`src/rtl/jtframe_romarb_pkg.sv`:
```
`default_nettype none
// ============================================================================
//  Module      : jtframe_romarb_pkg
//  Description : Shared types and constants for the four-slot SDRAM read
//                arbiter (FSM state encoding, slot count, grant index type).
//  Revision    : 1.0 - initial release
// ============================================================================
package jtframe_romarb_pkg;

    localparam int SLOTS = 4;

    // Arbiter transaction states, explicitly 2 bits wide
    typedef enum logic [1:0] {
        IDLE      = 2'd0,
        WAIT_ACK  = 2'd1,
        WAIT_DATA = 2'd2
    } state_t;

    // Index of a granted slot
    typedef logic [1:0] slot_idx_t;

    // One-hot completion vector for a slot index
    function automatic logic [SLOTS-1:0] slot_onehot(input slot_idx_t idx);
        logic [SLOTS-1:0] oh;
        oh      = '0;
        oh[idx] = 1'b1;
        return oh;
    endfunction

endpackage
`default_nettype wire

```
`src/rtl/jtframe_romarb_if.sv`:
```
`default_nettype none
// ============================================================================
//  Module      : jtframe_romarb_if
//  Description : Slot-side and SDRAM-side bus of the ROM read arbiter.
//                master : arbiter view (it masters the SDRAM read port)
//                slave  : environment view (slots + SDRAM controller)
//  Revision    : 1.0 - initial release
// ============================================================================
interface jtframe_romarb_if
    import jtframe_romarb_pkg::*;
#(
    parameter int AW = 22
) ();

    logic [SLOTS-1:0]    slot_req;
    logic [SLOTS*AW-1:0] slot_addr;
    logic                sdram_ack;
    logic                data_rdy;
    logic [31:0]         data_read;
    logic                sdram_req;
    logic [AW-1:0]       sdram_addr;
    logic [SLOTS-1:0]    slot_ok;
    logic [31:0]         dout;

    modport master (
        input  slot_req,
        input  slot_addr,
        input  sdram_ack,
        input  data_rdy,
        input  data_read,
        output sdram_req,
        output sdram_addr,
        output slot_ok,
        output dout
    );

    modport slave (
        output slot_req,
        output slot_addr,
        output sdram_ack,
        output data_rdy,
        output data_read,
        input  sdram_req,
        input  sdram_addr,
        input  slot_ok,
        input  dout
    );

endinterface
`default_nettype wire

```
`src/rtl/jtframe_romarb_pick.sv`:
```
`default_nettype none
// ============================================================================
//  Module      : jtframe_romarb_pick
//  Description : Combinational slot picker. Fixed priority (slot 0 highest)
//                by default; round-robin starting at the pointer when
//                JTFRAME_ROMARB_RR_EN is defined.
//  Config      : JTFRAME_ROMARB_RR_EN
//  Revision    : 1.0 - initial release
// ============================================================================
module jtframe_romarb_pick
    import jtframe_romarb_pkg::*;
(
    input  logic [SLOTS-1:0] req,
`ifdef JTFRAME_ROMARB_RR_EN
    input  slot_idx_t        ptr,
`endif
    output slot_idx_t        gnt,
    output logic             valid
);

`ifdef JTFRAME_ROMARB_RR_EN
    // Scan from the farthest slot back to ptr so the first requester at or after ptr wins
    always_comb begin
        slot_idx_t idx;
        idx   = '0;
        gnt   = '0;
        valid = |req;
        for (int i = SLOTS - 1; i >= 0; i--) begin
            idx = ptr + slot_idx_t'(i);
            if (req[idx]) begin
                gnt = idx;
            end
        end
    end
`else
    // Scan from lowest priority upward so slot 0 overrides everything
    always_comb begin
        gnt   = '0;
        valid = |req;
        for (int i = SLOTS - 1; i >= 0; i--) begin
            if (req[i]) begin
                gnt = slot_idx_t'(i);
            end
        end
    end
`endif

endmodule
`default_nettype wire

```
`src/rtl/jtframe_romarb.sv`:
```
`default_nettype none
// ============================================================================
//  Module      : jtframe_romarb
//  Description : Four-slot SDRAM read arbiter. Serialises slot read requests
//                into single SDRAM reads and returns the word with a one-cycle
//                per-slot completion strobe.
//  Config      : JTFRAME_ROMARB_RR_EN (round-robin instead of fixed priority)
//  Revision    : 1.0 - initial release
// ============================================================================
module jtframe_romarb
    import jtframe_romarb_pkg::*;
#(
    parameter int            AW      = 22,
    parameter logic [AW-1:0] OFFSET0 = '0,
    parameter logic [AW-1:0] OFFSET1 = '0,
    parameter logic [AW-1:0] OFFSET2 = '0,
    parameter logic [AW-1:0] OFFSET3 = '0
) (
    input  logic             rst,
    input  logic             clk,
    jtframe_romarb_if.master bus
);

    localparam logic [AW-1:0] C_OFFSET [SLOTS] = '{OFFSET0, OFFSET1, OFFSET2, OFFSET3};

    state_t           state_q,      state_d;
    slot_idx_t        gnt_q,        gnt_d;
    logic             sdram_req_q,  sdram_req_d;
    logic [AW-1:0]    sdram_addr_q, sdram_addr_d;
    logic [SLOTS-1:0] slot_ok_q,    slot_ok_d;
    logic [31:0]      dout_q,       dout_d;
`ifdef JTFRAME_ROMARB_RR_EN
    slot_idx_t        ptr_q,        ptr_d;
`endif

    logic [AW-1:0]    w_slot_addr [SLOTS];
    logic [AW-1:0]    w_sel_addr;
    slot_idx_t        w_pick;
    logic             w_pick_valid;

    // Unpack the flat slot address bus into one word per slot
    generate
        for (genvar n = 0; n < SLOTS; n++) begin : g_slot
            assign w_slot_addr[n] = bus.slot_addr[n*AW +: AW];
        end
    endgenerate

    jtframe_romarb_pick u_pick (
        .req   (bus.slot_req),
`ifdef JTFRAME_ROMARB_RR_EN
        .ptr   (ptr_q),
`endif
        .gnt   (w_pick),
        .valid (w_pick_valid)
    );

    // Base offset plus slot address; the carry out of AW bits is dropped
    always_comb begin
        w_sel_addr = C_OFFSET[w_pick] + w_slot_addr[w_pick];
    end

    // Next-state and output computation for the read transaction FSM
    always_comb begin
        state_d      = state_q;
        gnt_d        = gnt_q;
        sdram_req_d  = sdram_req_q;
        sdram_addr_d = sdram_addr_q;
        slot_ok_d    = '0;
        dout_d       = dout_q;
`ifdef JTFRAME_ROMARB_RR_EN
        ptr_d        = ptr_q;
`endif
        case (state_q)
            IDLE: begin
                // Address and slot are captured here only; later input changes are ignored
                if (w_pick_valid) begin
                    gnt_d        = w_pick;
                    sdram_addr_d = w_sel_addr;
                    sdram_req_d  = 1'b1;
                    state_d      = WAIT_ACK;
`ifdef JTFRAME_ROMARB_RR_EN
                    ptr_d        = w_pick + 2'd1;
`endif
                end
            end
            WAIT_ACK: begin
                if (bus.sdram_ack) begin
                    sdram_req_d = 1'b0;
                    // Data may arrive together with the ack; finish straight away
                    if (bus.data_rdy) begin
                        dout_d    = bus.data_read;
                        slot_ok_d = slot_onehot(gnt_q);
                        state_d   = IDLE;
                    end else begin
                        state_d   = WAIT_DATA;
                    end
                end
            end
            WAIT_DATA: begin
                if (bus.data_rdy) begin
                    dout_d    = bus.data_read;
                    slot_ok_d = slot_onehot(gnt_q);
                    state_d   = IDLE;
                end
            end
            default: begin
                sdram_req_d = 1'b0;
                state_d     = IDLE;
            end
        endcase
    end

    // State and output registers; reset aborts any read without a completion strobe
    always_ff @(posedge clk or posedge rst) begin
        if (rst) begin
            state_q      <= IDLE;
            gnt_q        <= '0;
            sdram_req_q  <= 1'b0;
            sdram_addr_q <= '0;
            slot_ok_q    <= '0;
            dout_q       <= '0;
`ifdef JTFRAME_ROMARB_RR_EN
            ptr_q        <= '0;
`endif
        end else begin
            state_q      <= state_d;
            gnt_q        <= gnt_d;
            sdram_req_q  <= sdram_req_d;
            sdram_addr_q <= sdram_addr_d;
            slot_ok_q    <= slot_ok_d;
            dout_q       <= dout_d;
`ifdef JTFRAME_ROMARB_RR_EN
            ptr_q        <= ptr_d;
`endif
        end
    end

    assign bus.sdram_req  = sdram_req_q;
    assign bus.sdram_addr = sdram_addr_q;
    assign bus.slot_ok    = slot_ok_q;
    assign bus.dout       = dout_q;

endmodule
`default_nettype wire
```
`src/flat_wrapper.sv`:
```
// flat-port wrapper written by rule: the top's interface ports become plain ports
module jtframe_romarb_flat import jtframe_romarb_pkg::*;
#(
    parameter int            AW      = 22,
    parameter logic [AW-1:0] OFFSET0 = '0,
    parameter logic [AW-1:0] OFFSET1 = '0,
    parameter logic [AW-1:0] OFFSET2 = '0,
    parameter logic [AW-1:0] OFFSET3 = '0
)
  (rst, clk, bus_slot_req, bus_slot_addr, bus_sdram_ack, bus_data_rdy, bus_data_read, bus_sdram_req, bus_sdram_addr, bus_slot_ok, bus_dout);
  jtframe_romarb_if #(.AW(AW)) bus_i ();
  input  logic rst;
  input  logic clk;
  input wire logic [$bits(bus_i.slot_req)-1:0] bus_slot_req;
  input wire logic [$bits(bus_i.slot_addr)-1:0] bus_slot_addr;
  input wire logic [$bits(bus_i.sdram_ack)-1:0] bus_sdram_ack;
  input wire logic [$bits(bus_i.data_rdy)-1:0] bus_data_rdy;
  input wire logic [$bits(bus_i.data_read)-1:0] bus_data_read;
  output wire logic [$bits(bus_i.sdram_req)-1:0] bus_sdram_req;
  output wire logic [$bits(bus_i.sdram_addr)-1:0] bus_sdram_addr;
  output wire logic [$bits(bus_i.slot_ok)-1:0] bus_slot_ok;
  output wire logic [$bits(bus_i.dout)-1:0] bus_dout;
  assign bus_i.slot_req = bus_slot_req;
  assign bus_i.slot_addr = bus_slot_addr;
  assign bus_i.sdram_ack = bus_sdram_ack;
  assign bus_i.data_rdy = bus_data_rdy;
  assign bus_i.data_read = bus_data_read;
  assign bus_sdram_req = bus_i.sdram_req;
  assign bus_sdram_addr = bus_i.sdram_addr;
  assign bus_slot_ok = bus_i.slot_ok;
  assign bus_dout = bus_i.dout;
  jtframe_romarb #(.AW(AW), .OFFSET0(OFFSET0), .OFFSET1(OFFSET1), .OFFSET2(OFFSET2), .OFFSET3(OFFSET3)) u_core (.rst(rst), .clk(clk), .bus(bus_i));
endmodule
```
`config.mk`:
```
export PLATFORM = sky130hd
export DESIGN_NAME = jtframe_romarb_flat
export DESIGN_NICKNAME = d
export VERILOG_FILES = /design/src/rtl/jtframe_romarb_pkg.sv /design/src/rtl/jtframe_romarb_if.sv /design/src/rtl/jtframe_romarb_pick.sv /design/src/rtl/jtframe_romarb.sv /design/src/flat_wrapper.sv
export SDC_FILE = /design/constraint.sdc
export NUM_CORES = 1
export LEC_CHECK = 0
export BUFFER_PORTS_ARGS = -buffer_cell sky130_fd_sc_hd__buf_4
export CAP_MARGIN = 10
export CORE_MARGIN = 2
export CORE_UTILIZATION = 46
export CTS_BUF_LIST = sky130_fd_sc_hd__clkbuf_8
export DETAILED_ROUTE_END_ITERATION = 8
export GPL_TIMING_DRIVEN = 0
export PLACE_DENSITY = 0.83
export SETUP_SLACK_MARGIN = 0.4
export SKIP_CTS_REPAIR_TIMING = 1
export SLEW_MARGIN = 20
export SYNTH_ARGS = -nofsm -noshare
export SYNTH_HDL_FRONTEND = slang
export SYNTH_SLANG_ARGS = --single-unit
```
`constraint.sdc`:
```
create_clock -name clk -period 2.23 [get_ports clk]
set_input_delay 0.446 -clock clk [delete_from_list [all_inputs] [get_ports clk]]
set_output_delay 0.446 -clock clk [all_outputs]
set_load 0.005 [all_outputs]
```
==> results of run 1 <==
==> power by group <==
| group | total [mW] | switching [mW] | internal [mW] |
|---|---|---|---|
| sequential | 2.02 | 0.326 | 1.70 |
| combinational | 2.36 | 0.988 | 1.38 |
| clock | 0.981 | 0.439 | 0.543 |
| total | 5.37 | 1.75 | 3.62 |
==> registers in the layout, indices dropped and copies added, names as in the netlist <==
register,count
u_core.bus.dout,32
u_core.bus.sdram_addr,22
u_core.bus.sdram_req,1
u_core.bus.slot_ok,4
u_core.gnt_q,2
u_core.state_q,2
==> layer usage <==
metal	vias up	share of wire (%)	track usage [%]
met1	1581	39	30.8
met2	160	52	48.0
li1	1542	-	-
met5	-	0	0
met4	0	1.6	8.14
met3	20	7.1	6.83
==> path summary, 6_finish.rpt <==
check	from	to	slack, ns	cells past startpoint
max in group asynchronous	rst	u_core.bus.sdram_addr[11]	1.46	4
min in group clk	bus_data_rdy	u_core.state_q[1]	0.31	2
worst min-delay path	rst	u_core.bus.dout[30]	0.13	2
worst max register to register	u_core.state_q[1]	u_core.bus.dout[0]	0.48	6
worst max-delay path	u_core.state_q[1]	u_core.bus.dout[0]	0.48	6
worst min register to register	u_core.bus.sdram_addr[13]	u_core.bus.sdram_addr[13]	0.49	2
==> metrics by stage <==
step | std cells | hold WS (ns) | power, mW
after CTS | 616 | 0.133 | 5.38
after floorplan | 313 | 0.449 | 3.06
after global routing | 617 | 0.155 | 5.76
after global placement | 598 | 0.469 | 4.26
after detailed placement | 600 | 0.477 | 4.38
final | 617 | 0.130 | 5.37
==> kinds of logic (layout without fill, tap and decap cells) <==
group	after synthesis	in the layout
compound gates	100	100
fa+ha+maj	3	3
buf+inv	29	234
flops	63	63
mux	34	34
simple gates	84	84
==> layout make-up <==
type	instances	area, µm²
fill	584	2000
multi-input combinational	221	1610
sequential	63	1580
timing repair buffer	189	1450
buffer	25	161
clock buffer	10	138
tap	99	124
clock inverter	6	62.6
inverter	4	18.8
==> worst max-delay path, stage by stage (launching register included) <==
cell,delay (ns)
dfrtp_1,0.37
inv_1,0.08
ha_1,0.23
nand2b_1,0.16
a21o_4,0.26
buf_4,0.19
mux2_1,0.33
==> layout by cell type (no fill, tap or decap), types with 2 or more instances in the layout <==
cell type and n:
a221oi_1 21, buf_4 195, buf_6 4, o22a_1 21, buf_2 5, nor2_1 3
and2b_1 7, mux2_2 2, clkbuf_1 7, nand2_1 25, nand2b_1 2, inv_1 5
clkinvlp_4 2, clkbuf_8 10, dfrtp_1 63, clkinv_4 2, ha_1 2, nor2b_1 37
o21ai_1 22, nor3_1 2, o21a_1 2, a21oi_1 26, mux2_1 31
==> key figures, run 1 <==
Floorplanning
  – Die area: 7950 µm²
  – I/O pin cnt: 187
  – Core area: 7140 µm²
  – Die Height: 89.2 µm
  – Die width: 89.2 µm
  – Row cnt: 31
  – Initial core utilization: 46.8%

Yosys
  – Post-synthesis mux area share: 11.6%
  – Fraction of the mapped netlist area in adder cells: 1.12%
  – Most frequent cell after synthesis: dfrtp_1
  – Asr flop ratio synth: 100%
  – Leading area contributor after synthesis: dfrtp_1
  – Synth unique cells: 37
  – Post-synthesis compound-gate area fraction: 20.6%
  – Area share of xor/xnor cells in the synthesized design: 0%
  – Synth top cells by count: dfrtp_1 (63), nor2b_1 (37), mux2_1 (31)
  – Largest family of logic cells by synthesized area: compound AO/OA/AOI/OAI gates
  – Synth warn: 0
  – Syn Std Cell Area: 3340 µm²
  – Mean Syn Cell Area: 10.7 µm²
  – Area share of the largest cell type after synthesis: 47.2%
  – Post-synthesis sequential area ratio: 47.2%
  – Simple-Gate Fraction of Synth Area: 14.5%
  – Syn Nets: 444
  – Top FF cell, synth: dfrtp_1
  – Largest cells by area after synthesis: dfrtp_1 (47%), mux2_1 (10%), nor2b_1 (6.9%)
  – Synth Instances: 313
  – Seq cells post-synth: 63
  – Post-synth EDFFs: 0

Critical path
  – Crit-path max FO: 10
  – Startpoint types: flip-flop
  – Crit path DAT: 1.95 ns
  – Worst setup EP type: flip-flop
  – Kind of critical path: reg2reg
  – Crit path required time: 2.44 ns

STA
  – Worst Max-Slew Pin Slew: 0.507 ns
  – Final Setup Violations: 0
  – Setup TNS: 0 ns
  – Relative slew slack: 66.2%
  – Period utilization: 78.4%
  – Setup slack after layout: 0.482 ns
  – Final clock skew: 0.00908 ns
  – Endpoints failing hold: 0
  – Crit path time final: 1.75 ns
  – Max Freq: 0.572 GHz
  – Slew Limit Fails: 0
  – RSZ-0062 raised after global routing: no

Run status
  – Status: finished clean

Cells and area
  – Layout area overhead: 54.0%
  – Layout cells sized above 1: 44.4%
  – Final design utilization: 72.0%
  – Final Cell Area: 5140 µm²
  – Layout net count: 644
  – Ant. Diodes: 0

Global routing
  – Largest net degree at the start of global routing: 23
  – GRT Util Overall: 26.6%
  – Initial antenna violation count: 0
  – Gr ovfl total: 0
  – Vias in the first global route: 3254
  – Global-route wire length before repair: 16100 µm

CTS
  – Clock Path Buffers: 2
  – Clk Latency, worst-skew pair: 0.33 ns
  – H-Tree Depth: 3
  – Clk pin slew, worst setup/hold paths: 0.08 ns
  – Num CTS Buffers: 9
  – CTS tree: built
  – CTS root buf: clkbuf_8
  – Clk sinks: 63

Drt
  – Via count: 3303
  – Final antenna-violating net count: 0
  – First drt pass iteration count: 4
  – Wirelength per Cell: 17.4 µm
  – DR vias/cell: 5.35
  – Drt drc: 0
  – Initial DRC count: 131
  – Drt total wl: 10700 µm

Placement
  – Place WS: 0.321 ns
  – Placed Area: 4910 µm²
  – RD Place Congestion: 0.819
  – Dpl hpwl: 8310 µm
  – I/O Buffers: 186

Run
  – Max cap viols: 0

Power and ir drop
  – PD cells: 1040 nW/µm²
  – Static Leak: 2.45 nW
  – Worst VDD drop: 0.000451 V

Min path
  – Worst Hold Class: in2async
Note: power is estimated with default switching activity, not from simulation.
==> run 2, diff against run 1 <==
--- a/config.mk
+++ b/config.mk
@@ -5,14 +5,15 @@
 export SDC_FILE = /design/constraint.sdc
 export NUM_CORES = 1
 export LEC_CHECK = 0
+export ABC_AREA = 1
 export BUFFER_PORTS_ARGS = -buffer_cell sky130_fd_sc_hd__buf_4
 export CAP_MARGIN = 10
 export CORE_MARGIN = 2
-export CORE_UTILIZATION = 46
+export CORE_UTILIZATION = 47
 export CTS_BUF_LIST = sky130_fd_sc_hd__clkbuf_8
 export DETAILED_ROUTE_END_ITERATION = 8
 export GPL_TIMING_DRIVEN = 0
-export PLACE_DENSITY = 0.83
+export PLACE_DENSITY = 0.82
 export SETUP_SLACK_MARGIN = 0.4
 export SKIP_CTS_REPAIR_TIMING = 1
 export SLEW_MARGIN = 20
==> constraint.sdc (replaced) <==
create_clock -name clk -period 1.8 [get_ports clk]
set_input_delay 0.36 -clock clk [delete_from_list [all_inputs] [get_ports clk]]
set_output_delay 0.36 -clock clk [all_outputs]
set_load 0.005 [all_outputs]
==> key figures, run 2 <==
Yosys
  – Leading area contributor after synthesis: dfrtp_1
  – Post-synth EDFFs: 0
  – Most frequent cell after synthesis: nand2_1
  – Area share of the largest cell type after synthesis: 43.1%
  – Synth top cells by count: nand2_1 (176), inv_1 (129), nand3_1 (91)
  – Synth unique cells: 19
  – Top FF cell, synth: dfrtp_1
  – Largest cells by area after synthesis: dfrtp_1 (43%), nand2_1 (18%), inv_1 (13%)
  – Synth Instances: 544
  – Post-synthesis sequential area ratio: 43.1%
  – Asr flop ratio synth: 100%
  – Synth warn: 0
  – Syn Std Cell Area: 3660 µm²
  – Seq cells post-synth: 63
  – Syn Nets: 675
  – Mean Syn Cell Area: 6.72 µm²

CTS
  – CTS root buf: clkbuf_8
  – Clk sinks: 63
  – H-Tree Depth: 3
  – Clock Path Buffers: 2
  – Clk Latency, worst-skew pair: 0.33 ns
  – Clk pin slew, worst setup/hold paths: 0.08 ns
  – Num CTS Buffers: 9
  – CTS tree: built

STA
  – Setup slack after layout: 0.331 ns
  – Crit path time final: 1.47 ns
  – Worst Max-Slew Pin Slew: 0.300 ns
  – Max Freq: 0.681 GHz
  – Setup TNS: 0 ns
  – WHS: 0.268 ns
  – Relative slew slack: 79.9%
  – Endpoints failing hold: 0
  – RSZ-0062 raised after global routing: yes
  – Final Setup Violations: 0
  – Final clock skew: 0.0106 ns
  – Period utilization: 81.6%
  – Slew Limit Fails: 0

Global routing
  – Global-route wire length before repair: 17800 µm
  – GRT Util Overall: 26.2%
  – Initial antenna violation count: 0
  – Largest net degree at the start of global routing: 33
  – Vias in the first global route: 3927
  – Gr ovfl total: 0

Floorplanning
  – Row cnt: 32
  – Die area: 8500 µm²
  – Core area: 7650 µm²
  – Initial core utilization: 47.8%
  – I/O pin cnt: 187
  – Die Height: 92.2 µm
  – Die width: 92.2 µm

Placement
  – Dpl hpwl: 8640 µm
  – Placed Area: 5230 µm²
  – Place WS: 0.103 ns
  – I/O Buffers: 186
  – RD Place Congestion: 0.935

Drt
  – Drt total wl: 11900 µm
  – Initial DRC count: 199
  – Via count: 4112
  – DR vias/cell: 4.80
  – First drt pass iteration count: 4
  – Final antenna-violating net count: 0
  – Wirelength per Cell: 13.9 µm
  – Drt drc: 0

Critical path
  – Crit path DAT: 1.69 ns
  – Slowest CP cell: dfrtp_1
  – CP peak stage delay: 0.40 ns
  – Worst-path cell chain: inv_2 > ha_4 > o211ai_4 > buf_6 > clkbuf_16 > nand2_1 > o21ai_0
  – Worst R2R Start: u_core.state_q[1]
  – CP startpoint: u_core.state_q[1]
  – Crit path required time: 2.03 ns
  – Crit-path max FO: 6
  – Startpoint types: flip-flop
  – Worst setup EP type: flip-flop
  – Kind of critical path: reg2reg

Power and ir drop
  – Total power: 7.59 mW
  – PD cells: 1320 nW/µm²
  – Worst VDD drop: 0.000633 V
  – Static Leak: 3.50 nW

Cells and area
  – Final Cell Area: 5750 µm²
  – Max reg flops: 32
  – Most frequent cells in the layout: buf_4 (193), nand2_1 (156), inv_1 (127), nand3_1 (91), dfrtp_1 (62)
  – Commonest non-fill, non-tap cell in the layout: buf_4
  – Layout cells sized above 1: 37.2%
  – Ant. Diodes: 0
  – Layout net count: 881
  – Layout area overhead: 57.1%

Run status
  – Status: finished clean

Min path
  – Worst Hold Class: in2reg
  – Hold Crit Start: bus_data_read[13]

Run
  – Max cap viols: 0
==> run 2: area by class of cell <==
cell class	instances	area, µm²
repair buffers	195	1540
clock buffers	9	124
flip-flops and latches	63	1580
clock inverters	7	87.6
well taps	102	128
inverters	133	503
multi-input cells	321	1570
fillers	591	1900
plain buffers	27	218
==> run 2: worst max-delay path: cells and delay by family, from the launching register on <==
family / cells / cell delay [ns]
simple gates: 1 / 0.04
flops: 1 / 0.40
fa+ha+maj: 1 / 0.18
buf+inv: 3 / 0.40
compound gates: 2 / 0.34
==> run 2: cells by family after synthesis <==
| kind of cell | Yosys count | share of synthesized area, % |
|---|---|---|
| AO/OA/AOI/OAI | 39 | 5.61 |
| flip-flops | 63 | 43.1 |
| AND/OR/NAND/NOR | 279 | 32.7 |
| buffers and inverters | 160 | 17.6 |
| adder cells (fa/ha/maj) | 3 | 1.03 |
==> run 2: path summary, 6_finish.rpt <==
kind	cells past startpoint	endpoint	slack (ns)
max	7	u_core.bus.dout[9]	0.33
min	3	u_core.bus.dout[13]	0.27
max reg2reg	7	u_core.bus.dout[9]	0.33
min reg2reg	2	u_core.bus.sdram_addr[21]	0.48
max in group asynchronous	5	u_core.state_q[0]	0.70
min in group asynchronous	3	u_core.bus.sdram_addr[5]	0.48
==> run 2: metal layers <==
layer	part of all wire, %	GRT usage [%]	vias to the layer above
li1	-	-	2047
met1	41	33.9	1894
met2	51	44.4	153
met4	1.7	6.34	0
met5	0	0	-
met3	6.5	6.33	18
==> run 2: report_power, final <==
| group | switching (mW) | internal (mW) | total, mW |
|---|---|---|---|
| registers | 0.460 | 2.08 | 2.54 |
| clock network | 0.570 | 0.773 | 1.34 |
| logic | 1.80 | 1.91 | 3.70 |
==> run 2: metrics by stage <==
stage | std cells | util [%]
6_report | 857 | 75.1
3_5_place_dp | 834 | 68.3
5_1_grt | 857 | 75.1
2_1_floorplan | 544 | -
3_3_place_gp | 832 | 67.8
4_1_cts | 850 | 71.1
